**config.mk**
```make
export PLATFORM = sky130hd
export DESIGN_NAME = spart_rx
export DESIGN_NICKNAME = d
export VERILOG_FILES = /design/src/rtl/spart_rx.sv
export SDC_FILE = /design/constraint.sdc
export NUM_CORES = 1
export LEC_CHECK = 0
export BUFFER_PORTS_ARGS = -buffer_cell sky130_fd_sc_hd__buf_2
export CAP_MARGIN = 10
export CORE_MARGIN = 2
export CORE_UTILIZATION = 56
export CTS_CLUSTER_SIZE = 8
export DETAILED_ROUTE_END_ITERATION = 6
export PLACE_DENSITY = 0.83
export SLEW_MARGIN = 40
export SYNTH_ARGS = -nofsm -noshare
export SYNTH_HDL_FRONTEND = slang
export SYNTH_SLANG_ARGS = --single-unit
```
**constraint.sdc**
```tcl
create_clock -name clk -period 1.85 [get_ports clk]
set_clock_uncertainty 0.15 [all_clocks]
set_input_delay 0.0925 -clock clk [delete_from_list [all_inputs] [get_ports clk]]
set_output_delay 0.0925 -clock clk [all_outputs]
set_load 0.01 [all_outputs]
```
**src/rtl/spart_rx.sv**
```systemverilog
// SPART receive stage: 16x-oversampled 8N1 deserializer feeding a bus-side receive buffer.
// Define SPART_RX_FIFO_EN to replace the single holding register with a 4-entry FIFO.
`timescale 1ns/1ps
module spart_rx #(
  parameter int SYNC_STAGES = 2,
  parameter int OVERSAMPLE  = 16
) (
  input  logic       clk,
  input  logic       rst,
  input  logic       rxd,
  input  logic       baud_en,
  input  logic       rd,
  output logic [7:0] rx_data,
  output logic       rda,
  output logic       frame_err,
  output logic       overrun
);
  localparam int CW = $clog2(OVERSAMPLE);
  localparam logic [CW-1:0] HALF_LAST = CW'(OVERSAMPLE / 2 - 1);
  localparam logic [CW-1:0] BIT_LAST  = CW'(OVERSAMPLE - 1);

  typedef enum logic [1:0] {IDLE, START, DATA, STOP} state_t;

  logic [SYNC_STAGES-1:0] sync, sync_fill;
  logic                   rxs, line_ok;
  state_t                 state, state_n;
  logic [CW-1:0]          tick_cnt, tick_n;
  logic [2:0]             bit_idx, bit_n;
  logic [7:0]             shift, shift_n;
  logic                   armed, armed_n;
  logic                   push, stop_bad, drop;

  // NOTE: clocked state uses non-blocking (<=) so every flop samples pre-edge values.
  always_ff @(posedge clk) begin
    if (rst) begin
      sync      <= '1;
      sync_fill <= '0;
    end else begin
      sync      <= {sync[SYNC_STAGES-2:0], rxd};
      sync_fill <= {sync_fill[SYNC_STAGES-2:0], 1'b1};
    end
  end

  // rxs holds reset ones until real line samples reach the last stage; do not arm on those.
  assign rxs     = sync[SYNC_STAGES-1];
  assign line_ok = sync_fill[SYNC_STAGES-1];

  always_ff @(posedge clk) begin
    if (rst) begin
      state    <= IDLE;
      tick_cnt <= '0;
      bit_idx  <= '0;
      shift    <= '0;
      armed    <= 1'b0;
    end else begin
      state    <= state_n;
      tick_cnt <= tick_n;
      bit_idx  <= bit_n;
      shift    <= shift_n;
      armed    <= armed_n;
    end
  end

  // NOTE: every always_comb output gets a default first, so no path can infer a latch.
  always_comb begin
    state_n  = state;
    tick_n   = tick_cnt;
    bit_n    = bit_idx;
    shift_n  = shift;
    armed_n  = armed;
    push     = 1'b0;
    stop_bad = 1'b0;
    if (baud_en) begin
      unique case (state)
        IDLE: begin
          if (line_ok && rxs) begin
            armed_n = 1'b1;
          end else if (line_ok && armed) begin
            state_n = START;
            tick_n  = '0;
          end
        end
        START: begin
          if (tick_cnt == HALF_LAST) begin
            tick_n = '0;
            if (rxs) begin
              state_n = IDLE;
            end else begin
              state_n = DATA;
              bit_n   = '0;
            end
          end else begin
            tick_n = tick_cnt + 1'b1;
          end
        end
        DATA: begin
          if (tick_cnt == BIT_LAST) begin
            shift_n = {rxs, shift[7:1]};
            tick_n  = '0;
            bit_n   = bit_idx + 1'b1;
            if (bit_idx == 3'd7) state_n = STOP;
          end else begin
            tick_n = tick_cnt + 1'b1;
          end
        end
        STOP: begin
          if (tick_cnt == BIT_LAST) begin
            push     = 1'b1;
            stop_bad = ~rxs;
            state_n  = IDLE;
            armed_n  = 1'b0;
            tick_n   = '0;
          end else begin
            tick_n = tick_cnt + 1'b1;
          end
        end
        default: state_n = IDLE;
      endcase
    end
  end

`ifdef SPART_RX_FIFO_EN
  logic [7:0] mem [4];
  logic [2:0] wr_ptr, rd_ptr;
  logic       empty, full, pop, wr;

  assign empty   = (wr_ptr == rd_ptr);
  assign full    = (wr_ptr[2] != rd_ptr[2]) && (wr_ptr[1:0] == rd_ptr[1:0]);
  assign pop     = rd && !empty;
  assign wr      = push && (!full || pop);
  assign drop    = push && full && !pop;
  assign rda     = !empty;
  assign rx_data = mem[rd_ptr[1:0]];

  // NOTE: storage is reset here because rx_data reads the head slot directly and must show 8'h00 after reset.
  always_ff @(posedge clk) begin
    if (rst) begin
      wr_ptr <= '0;
      rd_ptr <= '0;
      for (int i = 0; i < 4; i++) mem[i] <= '0;
    end else begin
      if (wr) begin
        mem[wr_ptr[1:0]] <= shift;
        wr_ptr           <= wr_ptr + 1'b1;
      end
      if (pop) rd_ptr <= rd_ptr + 1'b1;
    end
  end
`else
  assign drop = push && rda && !rd;

  always_ff @(posedge clk) begin
    if (rst) begin
      rx_data <= '0;
      rda     <= 1'b0;
    end else if (push) begin
      if (!rda || rd) begin
        rx_data <= shift;
        rda     <= 1'b1;
      end
    end else if (rd) begin
      rda <= 1'b0;
    end
  end
`endif

  // A new error in the same cycle as rd wins over the clear.
  always_ff @(posedge clk) begin
    if (rst) begin
      frame_err <= 1'b0;
      overrun   <= 1'b0;
    end else begin
      if (push && stop_bad) frame_err <= 1'b1;
      else if (rd)          frame_err <= 1'b0;
      if (drop)             overrun   <= 1'b1;
      else if (rd)          overrun   <= 1'b0;
    end
  end

endmodule
```
# [Word-level counts from Yosys, hierarchy flattened]
# Index checks and enable logic that the tools add are counted.
[classes] n_addsub=2 eq_ne=15 muxes=32 bitwise_logic=1 reduce_logical=22
[op_table] op="$mux W4" count=4
[op_table] op="$ne A2 B2 Y1 const B" count=8
[op_table] op="$mux W1" count=14
[op_table] op="$mux W2" count=7
[op_table] op="$pmux W4 S3" count=1
[op_table] op="$reduce_bool A2 Y1" count=5
[op_table] op="$mux W3" count=3
[op_table] op="$pmux W2 S4" count=1
[op_table] op="$reduce_and A7 Y1" count=1
[op_table] op="$pmux W3 S2" count=1
[op_table] op="$reduce_and A3 Y1" count=2
[op_table] op="$logic_and A1 B1 Y1" count=5
[op_table] op="$reduce_and A5 Y1" count=1
[op_table] op="$add A4 B1 Y4 const B" count=1
[op_table] op="$eq A2 B2 Y1 const B" count=2
[op_table] op="$eq A4 B3 Y1 const B" count=1
[op_table] op="$eq A4 B4 Y1 const B" count=1
[op_table] op="$reduce_and A2 Y1" count=2
[op_table] op="$reduce_and A4 Y1" count=1
[op_table] op="$add A3 B1 Y3 const B" count=1
[op_table] op="$eq A3 B3 Y1 const B" count=1
[op_table] op="$eq A2 B1 Y1 const B" count=1
[op_table] op="$logic_not A1 Y1" count=2
[op_table] op="$logic_not A2 Y1" count=1
[op_table] op="5 further kinds" count=5
[totals] regBits=33 wordCells=84

# [Depth between registers and ports, before layout]
# Gate-level depths: netlist of the first run.
[depth] word_depth=7 ltp_mapped=5 ltp_nobuf=5

# [Worst setup path before layout of the first run]
# OpenSTA, ideal clock, no wires.
[synth_path] kind="register to register" startpoint="register tick_cnt[0]" endpoint="register rx_data[0]" arrival_ns=1.431 required_time_ns=1.572 slack_ns=0.141 stages_incl_launch_ff=6 period_less_slack_ns=1.709 cell_sequence="dfxtp_1 > ha_1 > nand3_4 > nor3_4 > mux2i_1 > nor2_1"
[synth_between] elab_chain_len=5
[synth_rtl] element="start: declaration" line_no="27" rtl="logic [CW-1:0] tick_cnt, tick_n;"
[synth_rtl] element="start signal: assignment" line_no="57" rtl="tick_cnt <= tick_n;"
[synth_rtl] element="$eq A4 B4 Y1" line_no="107" rtl="if (tick_cnt == BIT_LAST) begin"
[synth_rtl] element="$mux W1" line_no="107"
[synth_rtl] element="$mux W1" line_no="74" rtl="unique case (state)"
[synth_rtl] element="$mux W1" line_no="73" rtl="if (baud_en) begin"
[synth_rtl] element="$reduce_and A2 Y1 (no line)"
[synth_rtl] element="end signal: assignment" line_no="158" rtl="rx_data <= shift;"
[synth_rtl] element="end: declaration" line_no="13" rtl="output logic [7:0] rx_data,"
# No other way between the ends.
# A chain may end at the register's enable or synchronous reset.

# [Final worst setup path of the first run]
[layout_path] startpoint="register tick_cnt[0]" endpoint="register rx_data[5]"
# The elaborated chain is that of the path after synthesis.

==> reports/metrics.cfg, run 1 <==
[route]
wl_per_cell_um = 14.0
wirelength_mm = 2.63
route.detailed.drc = 0
dr.first_iter.drc_count = 21
vias_per_cell = 5.61
detail-route-antenna-nets = 0
vias = 1055
first_pass_iters = 4

[global_route]
grt_max_degree = 33
antenna_found_initial = 0
grtUsageTotal = 0.215
gr-total-overflow = 0
grt_pass1_wl_mm = 4.23
grt_pass1_vias = 937

[worst_setup_path]
worst_setup_path_start_kind = register
cp-endpoint = rx_data[5]$_SDFFE_PP0P_
path_class = reg2reg
startpoint = tick_cnt[0]$_SDFFE_PP0P_
critPathBufInv = 1
cp_data_arrival_time_ns = 1.79
critical-path-max-stage-delay_ns = 0.44
crit_chain = ha_4, nand3_4, nor3_4, buf_12, mux2i_1, nor2_1
endpoint_kind = register
cp_slowest_cell = dfxtp_1
required_ns = 1.90
reg2reg_from = tick_cnt[0]$_SDFFE_PP0P_
r2r_cells = 6
cp_max_fo = 8
worst-path-stages = 6
r2r_setup_slack_ns = 0.10
r2r_end = rx_data[5]$_SDFFE_PP0P_
crit_family = simple AND/OR/NAND/NOR gates

[power_and_ir_drop]
p_leak_nw = 0.627
p_per_area_nw_per_um2 = 702
vdd_drop_max_uv = 755

[cells_and_area]
layout-drive-gt1-share = 0.238
layout_common_cells = dfxtp_1 (33), nor2_1 (25), mux2i_1 (16), buf_2 (15), a21oi_1 (8)
nNetsFinal = 167
final_common_cell = dfxtp_1
num_antenna_cells = 0
syn2layout_area_growth_pct = 15.7

[place]
place_ws_ns = 0.0408
io_buffers = 15
gp_congestion = 0.837
place_hpwl_mm = 1.80

[timing]
rsz0062_at_grt = no
finalSetupTns_ns = 0
finalSetupViolations = 0
tightest_slew_ns = 0.543
slew_headroom = 0.638
setup_slack_ns = 0.102
report.final.slew_viol_count = 0
final-hold-violation-count = 0
fin_crit_sh = 0.945
period_minus_slack_ns = 1.75
max_freq_ghz = 0.572

[floorplan]
io_pins = 16
coreArea_sq_um = 2280
start_util = 0.604
die_y_um = 53.6
core.rowCount = 17
die_area_sq_um = 2870
die_x_um = 53.6

[cts]
clkLatencyLatePin_ns = 0.33
clk_pin_slew_ns = 0.09
clock_sinks = 33
cts_root_buffer = clkbuf_4
cts_setup_buffers = 0
cts.path.max_buffers = 2
h-tree-depth = 2
cts_buffers = 5
cts_tree = done

[synth]
async_flop_share = 0
synthFlopType = dfxtp_1
ys_seq_area_frac = 0.480
synth_cell_type_count = 39
syn_nets = 145
yosys_warnings = 0
synth-edff-count = 0
syn_area_sq_um = 1380
synth_seq_cells = 33
synth_cells = 137
synth.avg_cell_area_sq_um = 10.0

[outcome]
status = finished clean

[flow_run]
drv_cap = 0

[worst_hold_path]
hold_class = in2reg
worstHoldPathCells = 2

cells by family after synthesis:
kind of cell    after synthesis  share of synthesized area
fa+ha+maj                     3                     0.0273
mux                          18                      0.133
compound gates               22                      0.103
flops                        33                      0.480
buf+inv                       9                     0.0364
simple gates                 52                      0.220
synthesized netlist by cell type (2+ instances only):
cell,number,share of area
a21oi_1,8,0.029
a22o_1,2,0.013
and3b_1,2,0.013
buf_4,2,0.011
clkbuf_1,2,0.0055
dfxtp_1,33,0.48
ha_1,3,0.027
inv_1,2,0.0055
mux2_2,2,0.016
mux2i_1,16,0.12
nand3_1,4,0.015
nand4_1,2,0.0091
nor2_1,25,0.068
nor2b_1,4,0.018
nor3_4,2,0.024
o21ai_0,3,0.011
or2_2,3,0.014
state kept, by name, indices dropped and copies added, names as in the netlist, named ones only:
| name | cells |
|---|---|
| sync_fill | 2 |
| shift | 8 |
| state | 1 |
| rx_data | 8 |
| bit_idx | 3 |
| tick_cnt | 4 |
| armed | 1 |
| overrun | 1 |
| sync | 2 |
| frame_err | 1 |
| rda | 1 |
power breakdown:
group / internal, mW / switching [mW]
registers: 0.715 / 0.00231
clock network: 0.144 / 0.221
logic: 0.0132 / 0.0210
stage by stage:
stage	util	cells	hold WS (ns)	instance area, sq um	total power, mW
6_report	0.699	188	0.0741	1590	1.12
5_1_grt	0.699	188	0.0849	1590	1.16
4_1_cts	0.694	188	0.0664	1580	1.13
3_5_place_dp	0.658	177	0.132	1500	0.763
3_3_place_gp	0.658	177	0.127	1500	0.762
2_1_floorplan	-	137	0.0218	1380	0.753
per-layer routing:
layer	part of all wire	vias up	global-route usage
li1	-	528	-
met1	0.45	498	0.255
met2	0.50	23	0.348
met3	0.040	6	0.0750
met4	0.018	0	0.103
met5	0	-	0
layout make-up:
type / instances / area (sq um)
multi-input combinational: 95 / 677
clock inverter: 2 / 10.0
fill: 158 / 684
timing repair buffer: 22 / 160
inverter: 2 / 7.51
tap: 28 / 35.0
clock buffer: 6 / 41.3
sequential: 33 / 661
worst min path at each step:
stage	start	endpoint	slack, ns
after floorplan	rd	overrun$_SDFFE_PP0P_	0.02
after global placement	rxd	sync[0]$_SDFF_PP1_	0.13
after detailed placement	rxd	sync[0]$_SDFF_PP1_	0.13
after CTS	rst	shift[4]$_SDFFE_PP0P_	0.07
after global routing	rst	shift[4]$_SDFFE_PP0P_	0.08
final	rst	rx_data[4]$_SDFFE_PP0P_	0.07
repair_timing:
action                     4_1_cts  5_1_grt
hold buffers                     3        0
hold endpoints to repair         6        0
gates resized for setup          0        2
setup endpoints to repair        0       13
Note: power is estimated with default switching activity, not from simulation.
==> run 2: changes to the inputs <==
- RECOVER_POWER: unset -> 25
==> reports/metrics.cfg, run 2 (same netlist as run 1, synthesis figures left out) <==
[timing]
fin_crit_sh = 0.945
max_freq_ghz = 0.572
slew_headroom = 0.639
report.final.slew_viol_count = 0
rsz0062_at_grt = no
tightest_slew_ns = 0.542
finalSetupViolations = 0
final-hold-violation-count = 0
period_minus_slack_ns = 1.75
finalSetupTns_ns = 0

[cts]
clock_sinks = 33
cts_tree = done
clkLatencyLatePin_ns = 0.33
h-tree-depth = 2
cts_root_buffer = clkbuf_4
clk_pin_slew_ns = 0.09
cts.path.max_buffers = 2
cts_buffers = 5

[floorplan]
coreArea_sq_um = 2280
io_pins = 16
core.rowCount = 17
start_util = 0.604
die_y_um = 53.6
die_x_um = 53.6
die_area_sq_um = 2870

[place]
place_hpwl_mm = 1.80
gp_congestion = 0.837
io_buffers = 15

[worst_setup_path]
cp_slowest_cell = dfxtp_1
cp_max_fo = 8
path_class = reg2reg
crit_family = simple AND/OR/NAND/NOR gates
endpoint_kind = register
cp_data_arrival_time_ns = 1.79
critical-path-max-stage-delay_ns = 0.44
worst_setup_path_start_kind = register
required_ns = 1.90
crit_chain = ha_4, nand3_4, nor3_4, buf_12, mux2i_1, nor2_1
critPathBufInv = 1

[cells_and_area]
nNetsFinal = 167
regArea_sq_um = 661
layout_common_cells = dfxtp_1 (33), nor2_1 (25), mux2i_1 (16)
reg_top3 = rx_data: 8 flops, shift: 8 flops, tick_cnt: 4 flops
syn2layout_area_growth_pct = 15.1
nFillCells = 162
num_antenna_cells = 0
layout-drive-gt1-share = 0.194
final_common_cell = dfxtp_1
multiInputGateArea_sq_um = 677

[power_and_ir_drop]
p_per_area_nw_per_um2 = 706
p_leak_nw = 0.596
vdd_drop_max_uv = 734
p_total_mw = 1.12

[route]
detail-route-antenna-nets = 0
vias = 1063
vias_per_cell = 5.65
dr.first_iter.drc_count = 22
route.detailed.drc = 0
first_pass_iters = 4
wl_per_cell_um = 13.9
wirelength_mm = 2.62

[worst_hold_path]
hold_class = in2reg

[global_route]
grt_pass1_vias = 937
antenna_found_initial = 0
grt_pass1_wl_mm = 4.23
grtUsageTotal = 0.215
grt_max_degree = 33
gr-total-overflow = 0

[outcome]
status = finished clean

[flow_run]
drv_cap = 0

run 2: cell count changes in the layout (fill, tap and decap cells not counted), sizes merged:
cell    delta
clkbuf     +7
buf        -7
run 2: metrics by stage:
step / hold WS, ns / setup slack, ns / instance area [sq um] / utilization / cells
after floorplan: 0.0218 / 0.141 / 1380 / - / 137
after global placement: 0.127 / 0.151 / 1500 / 0.658 / 177
after detailed placement: 0.132 / 0.0408 / 1500 / 0.658 / 177
after CTS: 0.0664 / 0.0206 / 1580 / 0.694 / 188
after global routing: 0.0849 / 0.0326 / 1580 / 0.695 / 188
final: 0.0738 / 0.101 / 1580 / 0.695 / 188
run 2: area by class of cell:
cell class	instances	share of cell area
tap	28	0.0221
clock inverter	2	0.00632
inverter	2	0.00474
clock buffer	6	0.0261
timing repair buffer	22	0.0957
multi-input combinational	95	0.428
sequential	33	0.417
run 2: timing repair:
| item | 4_1_cts | 5_1_grt |
|---|---|---|
| setup buffers | 0 | 0 |
| endpoints found under the hold margin | 6 | 0 |
| endpoints found under the setup margin | 0 | 13 |
| gates resized for setup | 0 | 2 |
| hold buffers | 3 | 0 |
run 2: worst paths after layout:
path | startpoint | to | slack (ns) | depth (start not counted)
worst max-delay path | tick_cnt[0]$_SDFFE_PP0P_ | rx_data[5]$_SDFFE_PP0P_ | 0.10 | 6
worst min-delay path | rst | rx_data[4]$_SDFFE_PP0P_ | 0.07 | 2
worst max register to register | tick_cnt[0]$_SDFFE_PP0P_ | rx_data[5]$_SDFFE_PP0P_ | 0.10 | 6
worst min register to register | sync[0]$_SDFF_PP1_ | sync[1]$_SDFF_PP1_ | 0.28 | 1
run 2: power breakdown:
part | internal (mW) | leakage, nW | switching [mW]
registers | 0.715 | 0.267 | 0.00231
clock network | 0.144 | 0.0320 | 0.221
logic | 0.0132 | 0.297 | 0.0210
total | 0.873 | 0.596 | 0.244
run 2: routing by layer:
layer / global-route usage / vias up / routed length [um]
li1: - / 528 / -
met1: 0.255 / 502 / 1150
met2: 0.348 / 27 / 1310
met3: 0.0750 / 6 / 108
met4: 0.103 / 0 / 48
met5: 0 / - / 0
==> run 3: changes to the inputs <==
- CORE_UTILIZATION: 56 -> 30
- PLACE_DENSITY: 0.83 -> unset
- PLACE_DENSITY_LB_ADDON: unset -> 0.3
==> reports/metrics.cfg, run 3 (same netlist as run 1, synthesis figures left out) <==
[power_and_ir_drop]
p_total_mw = 1.22
p_leak_nw = 0.601
vdd_drop_max_uv = 536
p_per_area_nw_per_um2 = 753

[cells_and_area]
syn2layout_area_growth_pct = 17.9
nNetsFinal = 167
num_antenna_cells = 0
layout-drive-gt1-share = 0.190
reg_top3 = rx_data: 8 flops, shift: 8 flops, tick_cnt: 4 flops
final_common_cell = dfxtp_1
layout_common_cells = dfxtp_1 (33), nor2_1 (25), mux2i_1 (16), a21oi_1 (8), clkbuf_1 (8)

[floorplan]
die_area_sq_um = 5140
start_util = 0.314
die_y_um = 71.7
die_x_um = 71.7
coreArea_sq_um = 4380
io_pins = 16
core.rowCount = 24

[route]
route.detailed.drc = 0
wirelength_mm = 2.53
vias_per_cell = 4.97
vias = 1043
wl_per_cell_um = 12.1
first_pass_iters = 5
dr.first_iter.drc_count = 57
detail-route-antenna-nets = 0

[cts]
cts_root_buffer = clkbuf_8
cts.path.max_buffers = 2
clock_sinks = 33
clkLatencyLatePin_ns = 0.27
cts_tree = done
h-tree-depth = 2
cts_buffers = 5
cts_setup_buffers = 0
clk_pin_slew_ns = 0.06

[global_route]
gr-total-overflow = 0
grtUsageTotal = 0.111
grt_pass1_vias = 985
antenna_found_initial = 0
grt_pass1_wl_mm = 4.42
grt_max_degree = 18

[place]
gp_congestion = 0.759
io_buffers = 15
place_hpwl_mm = 1.83

[timing]
period_minus_slack_ns = 1.73
finalSetupTns_ns = 0
slew_headroom = 0.516
max_freq_ghz = 0.577
final-hold-violation-count = 0
fin_crit_sh = 0.936
report.final.slew_viol_count = 0
tightest_slew_ns = 0.726
rsz0062_at_grt = no
finalSetupViolations = 0

[worst_setup_path]
required_ns = 1.87
cp_data_arrival_time_ns = 1.75
cp_max_fo = 6
worst_setup_path_start_kind = register
endpoint_kind = register
path_class = reg2reg

[worst_hold_path]
hold_class = in2reg

[outcome]
status = finished clean

[flow_run]
drv_cap = 0

==> run 3: changes by cell type in the layout (fill, tap and decap cells not counted) <==
cell           previous run  this run
buf_2                     8         7
clkinv_2                  2         1
clkbuf_8                  0         5
clkbuf_4                  5         0
dlygate4sd3_1             3         2
ha_2                      0         1
buf_4                     2         3
ha_4                      1         0
==> run 3: area by class of cell <==
class / count / area (sq um)
Clock inverter: 1 / 5.00
Tap cell: 52 / 65.1
Clock buffer: 5 / 68.8
Timing Repair Buffer: 22 / 148
Sequential cell: 33 / 661
Fill cell: 452 / 2760
Multi-Input combinational cell: 95 / 667
Inverter: 2 / 7.51
==> run 3: critical path, cell delays in order (launching register included) <==
cell and delay, ns:
dfxtp_1 0.39, ha_2 0.27, nand4_1 0.14, o21bai_1 0.19, a21oi_1 0.16, mux2_2 0.34
==> run 3: repair_timing <==
action                                 in CTS  in global routing
resized for setup                           0                  1
setup endpoints to repair                   0                  7
hold buffers                                2                  0
endpoints found under the hold margin       2                  0
==> run 3: where the power goes <==
group	total, mW	internal (mW)	switching, mW
logic	0.0340	0.0129	0.0211
registers	0.718	0.716	0.00199
clock network	0.468	0.247	0.222
==> run 3: per-layer routing <==
layer  vias up  track usage  routed length (um)
met1       483        0.133                1150
met2        30        0.176                1210
met3         5       0.0464                 133
li1        525            -                   -
met4         0       0.0440                  45
met5         -            0                   0
==> run 3: final timing paths <==
kind | from | endpoint | slack [ns] | cells past startpoint
max | tick_cnt[0]$_SDFFE_PP0P_ | state[0]$_SDFFE_PP0P_ | 0.12 | 5
min | baud_en | tick_cnt[2]$_SDFFE_PP0P_ | 0.05 | 3
max reg2reg | tick_cnt[0]$_SDFFE_PP0P_ | state[0]$_SDFFE_PP0P_ | 0.12 | 5
min reg2reg | sync[0]$_SDFF_PP1_ | sync[1]$_SDFF_PP1_ | 0.26 | 1
==> run 3: through the flow <==
step | instances | setup WS [ns] | hold slack, ns | cell area (sq um) | util
after floorplan | 137 | 0.141 | 0.0218 | 1380 | -
after global placement | 202 | 0.143 | 0.134 | 1540 | 0.350
after detailed placement | 202 | 0.0883 | 0.132 | 1540 | 0.350
after CTS | 210 | 0.0701 | 0.0267 | 1630 | 0.372
after global routing | 210 | 0.0164 | 0.0413 | 1620 | 0.370
final | 210 | 0.117 | 0.0477 | 1620 | 0.370
